$ cat src/rtl/empty_ptr_storage.sv
// empty_ptr_storage: circular FIFO of free table pointers, self-filled with 0..N-1 after reset
package hash_table;
   localparam int TABLE_ADDR_WIDTH = 8;
endpackage

module empty_ptr_storage #(
   parameter int A_WIDTH = hash_table::TABLE_ADDR_WIDTH
) (
   input  logic               clk,
   input  logic               srst,
   input  logic [A_WIDTH-1:0] add_empty_ptr,
   input  logic               add_empty_ptr_en,
   input  logic               next_empty_ptr_rd_ack,
   output logic [A_WIDTH-1:0] next_empty_ptr,
   output logic               next_empty_ptr_val,
   output logic [A_WIDTH:0]   empty_ptr_cnt
);
   localparam int N = 2**A_WIDTH;
   localparam logic [A_WIDTH:0] FULL = (A_WIDTH+1)'(N);
   typedef enum logic {INIT, READY} state_t;
   state_t state, state_nxt;
   logic [A_WIDTH-1:0] mem [N];
   logic [A_WIDTH-1:0] init_cnt, wr_ptr, rd_ptr, wr_data;
   logic [A_WIDTH:0] cnt;
   logic push, pop, wr_en;
   // state register
   always_ff @(posedge clk) state <= srst ? INIT : state_nxt;
   // the sweep ends on the cycle that writes the last address
   always_comb state_nxt = (state == INIT && init_cnt == A_WIDTH'(N-1)) ? READY : state;
   // outputs and push/pop qualification; a push at full is accepted only alongside a pop
   always_comb begin
      next_empty_ptr_val = state == READY && cnt != '0;
      pop = next_empty_ptr_rd_ack && next_empty_ptr_val;
      push = state == READY && add_empty_ptr_en && (cnt != FULL || pop);
      wr_en = state == INIT || push;
      wr_data = state == INIT ? init_cnt : add_empty_ptr;
      next_empty_ptr = next_empty_ptr_val ? mem[rd_ptr] : '0;
   end
   // pointers and occupancy; pointers wrap naturally at N
   always_ff @(posedge clk) begin
      if (srst) begin
         init_cnt <= '0;
         wr_ptr <= '0;
         rd_ptr <= '0;
         cnt <= '0;
      end else begin
         if (state == INIT) init_cnt <= init_cnt + A_WIDTH'(1);
         if (wr_en) wr_ptr <= wr_ptr + A_WIDTH'(1);
         if (pop) rd_ptr <= rd_ptr + A_WIDTH'(1);
         cnt <= cnt + (A_WIDTH+1)'(wr_en) - (A_WIDTH+1)'(pop);
      end
   end
   // storage array, read asynchronously for show-ahead
   always_ff @(posedge clk) if (wr_en && !srst) mem[wr_ptr] <= wr_data;
   assign empty_ptr_cnt = cnt;
endmodule

$ cat config.mk
export PLATFORM = sky130hd
export DESIGN_NAME = empty_ptr_storage
export DESIGN_NICKNAME = d
export VERILOG_FILES = /design/src/rtl/empty_ptr_storage.sv
export SDC_FILE = /design/constraint.sdc
export NUM_CORES = 2
export LEC_CHECK = 0
export BUFFER_PORTS_ARGS = -buffer_cell sky130_fd_sc_hd__buf_2
export CAP_MARGIN = 10
export CORE_ASPECT_RATIO = 0.7
export CORE_MARGIN = 2
export CORE_UTILIZATION = 40
export CTS_CLUSTER_DIAMETER = 200
export DETAILED_ROUTE_END_ITERATION = 10
export GPL_TIMING_DRIVEN = 0
export HOLD_SLACK_MARGIN = 0.12
export PLACE_DENSITY = 0.62
export SYNTH_ARGS = -nofsm -noshare
export SYNTH_HDL_FRONTEND = slang
export SYNTH_SLANG_ARGS = --single-unit
$ cat constraint.sdc
create_clock -name clk -period 6.4 [get_ports clk]
set_input_delay 1.6 -clock clk [delete_from_list [all_inputs] [get_ports clk]]
set_output_delay 1.6 -clock clk [all_outputs]
set_load 0.01 [all_outputs]
==> flow_summary_export.csv <==
group,metric,value,unit
outcome,status,"finished, violations left",
outcome,violations,"max-capacitance violations, max-slew violations, negative setup slack",
timing,worstMarginPinSlew,1.50,ns
yosys,synth_cells,4210,
yosys,synthAdderAreaFrac,0.294,%
grt,grt.total_usage,31.3,%
yosys,netlist_top_cells_area,"edfxtp_1 74%, mux4_2 6.3%, mux4_1 4.4%, mux2i_1 3.5%, nor2_1 1.7%",
clocking,clkTransAtPathRegs,0.07,ns
yosys,yosys.area_share.simple,3.87,%
yosys,synth_flop_cell,"edfxtp_1",
placement,dp_hpwl,234,mm
grt,grt_pass1_wl,430,mm
finish,drive_above_1_share,19.6,%
timing,fin_ws,-0.223,ns
finish,fin_area,0.0951,mm²
timing,fmax,151,MHz
floorplan,rows,140,
timing,finalHoldViolCount,0,
timing,drv_slew,10,
placement,port_buffers,28,
yosys,synth_common_cells,"2048 x edfxtp_1, 372 x nor2_1, 288 x mux2i_1",
yosys,syn-cell-area,0.0833,mm²
clocking,cts_tree,"done",
worst_setup_path,cp.arrival,5.02,ns
timing,rsz0062_at_grt,"yes",
power,power_density,282,mW/mm²
grt,grt_antenna_before_repair,37,
worst_setup_path,cp-end-kind,"output port",
worst_setup_path,worstPathRequired,4.80,ns
power,power.total,26.8,mW
grt,grt.overflow.total,0,
routing,ant_nets,0,
grt,grt_pass1_vias,43700,
routing,drc_errors,0,
routing,routed_wl,336,mm
floorplan,die_w,550,µm
timing,fin_crit_sh,103,%
clocking,htreeDepth,4,
yosys,synth_top_family_by_area,"multiplexers",
min_path,hold_class,"reg2reg",
run,maxCapViolations,1,
finish,finish.net_count,4519,
finish,area_growth,14.1,%
routing,vias,48500,
floorplan,die_area,0.212,mm²
placement,place.gp.congestion,1.05,
floorplan,die_y,386,µm
yosys,synth.area.mux_share,14.4,%
placement,placed_cell_area,0.0879,mm²
yosys,syn_avg_cell_area,19.8,µm²
yosys,synth_top_area_share,73.8,%
clocking,cts_root_buffer,"clkbuf_16",
timing,relSlewSlack,-0.473,%
yosys,synth.most_common_cell,"edfxtp_1",
power,ir_drop,0.251,mV
floorplan,core_area,0.208,mm²
routing,wl_per_cell,45.3,µm
worst_setup_path,path_max_fanout,10,
yosys,synth_compound_area_share,3.71,%
power,leakagePower,28.9,nW
timing,setup-violations-final,8,
grt,grt_start_max_net_pins,141,
routing,viasPerCell,6.55,
clocking,clk_path_buf_depth,4,
floorplan,io_pins,30,
timing,period_needed,6.62,ns
worst_setup_path,criticalPathCategory,"reg2out",
timing,finalClockSkew,0.0441,ns
yosys,synth_cell_type_count,82,
yosys,yosysSeqAreaShare,74.8,%
yosys,synth_top_cell_by_area,"edfxtp_1",
yosys,synth_edf_count,2048,
worst_setup_path,cp-start-kind,"register",
routing,first_pass_iters,6,
clocking,insertion_delay,0.88,ns
yosys,post_synth_xor_area_fraction,0.284,%
routing,drt_iter0_markers,10200,
yosys,async_flop_share,0,%
timing,timing.hold.ws,0.523,ns
yosys,ys_ff_latch,2090,
clocking,cts.sinks,2090,
yosys,yosysWarnings,0,
yosys,syn_nets,4241,
floorplan,initial_utilization,40.1,%
clocking,cts_made_buffers,196,
placement,dp_worst_setup_slack,-1.14,ns
state kept, by name, summed over array words and instances (netlist names), named ones only:
register       flops
empty_ptr_cnt      9
init_cnt           8
mem             2048
rd_ptr             8
state              1
wr_ptr             8
final timing paths:
path	cells past startpoint	slack, ns	to	from
setup / recovery	10	-0.22	next_empty_ptr[7]	register
hold / removal	2	0.52	init_cnt[2]	init_cnt[2]
setup reg to reg	12	1.03	mem[190][4]	empty_ptr_cnt[5]
hold reg to reg	2	0.52	init_cnt[2]	init_cnt[2]
layout make-up:
cell class / count / area, µm²
Multi-Input combinational cell: 1848 / 19600
Antenna cell: 8 / 20.0
Timing Repair Buffer: 83 / 1100
Clock buffer: 250 / 5190
Tap cell: 2769 / 3460
Inverter: 21 / 82.6
Sequential cell: 2090 / 62300
Buffer: 248 / 2600
Fill cell: 17400 / 112000
Clock inverter: 91 / 672
what timing repair did:
| item | 4_1_cts | 5_1_grt |
|---|---|---|
| resized for setup | 245 | 39 |
| pin swaps | 13 | 11 |
| setup buffers | 10 | 0 |
| hold buffers | 0 | 0 |
| endpoints found under the hold margin | 0 | 0 |
| endpoints found under the setup margin | 8 | 8 |
cell usage in the layout (no fill, tap or decap), drive strengths merged, types with 13 or more instances in the layout:
master | synthesis | final
a221oi | 16 | 16
nor3 | 63 | 63
buf | 145 | 226
a2111oi | 23 | 23
nor4 | 23 | 23
nor2 | 373 | 373
a21oi | 52 | 52
xor2 | 17 | 17
a22oi | 29 | 29
mux4 | 373 | 373
nand3 | 48 | 48
ha | 18 | 18
mux2i | 288 | 288
nand4 | 23 | 23
nor2b | 13 | 13
clkinv | 0 | 73
mux2 | 13 | 13
dfxtp | 42 | 42
edfxtp | 2048 | 2048
a211oi | 22 | 22
and2 | 17 | 17
nand2 | 94 | 94
o221ai | 94 | 94
inv | 21 | 27
clkbuf | 106 | 353
o22ai | 71 | 71
o21ai | 48 | 48
kinds of logic (layout without fill, tap and decap cells):
kind of cell | after synthesis | count (layout)
XOR/XNOR | 27 | 27
flip-flops | 2090 | 2090
buffers and inverters | 272 | 693
multiplexers | 674 | 674
AND/OR/NAND/NOR | 712 | 712
adder cells (fa/ha/maj) | 19 | 19
AO/OA/AOI/OAI | 416 | 416
other | 0 | 8
power breakdown:
part           internal (mW)  total, mW  switching (mW)
logic                  0.161      0.568           0.407
clock network           6.01       11.2            5.22
registers               15.0       15.0          0.0253
metrics by stage:
step / setup TNS (ns) / utilization (%) / instances
after detailed placement: -5.15 / 42.4 / 7050
after global placement: -831.37 / 41.9 / 7007
after global routing: -0.00598 / 45.8 / 7400
after floorplan: 0 / - / 4210
after CTS: 0 / 45.7 / 7398
final: -1.00 / 45.8 / 7408
worst max-delay path, stage by stage (launching register included):
cell and delay, ns:
dfxtp_1 0.46, nor2_1 0.20, nand2_1 0.47, clkbuf_2 0.57, nor3_1 1.09, a2111oi_0 0.23
buf_2 0.25, nand3_1 0.12, and4b_1 0.28, a41o_1 0.31, buf_2 0.17
routing by layer:
| metal | up-vias | part of all wire (%) | GRT usage [%] |
|---|---|---|---|
| met2 | 4126 | 38 | 39.6 |
| li1 | 18000 | - | - |
| met5 | - | 0.046 | 0 |
| met3 | 619 | 18 | 16.3 |
| met4 | 18 | 4.1 | 11.1 |
| met1 | 25700 | 40 | 45.1 |
No activity file was read; power rests on OpenSTA's default activity.
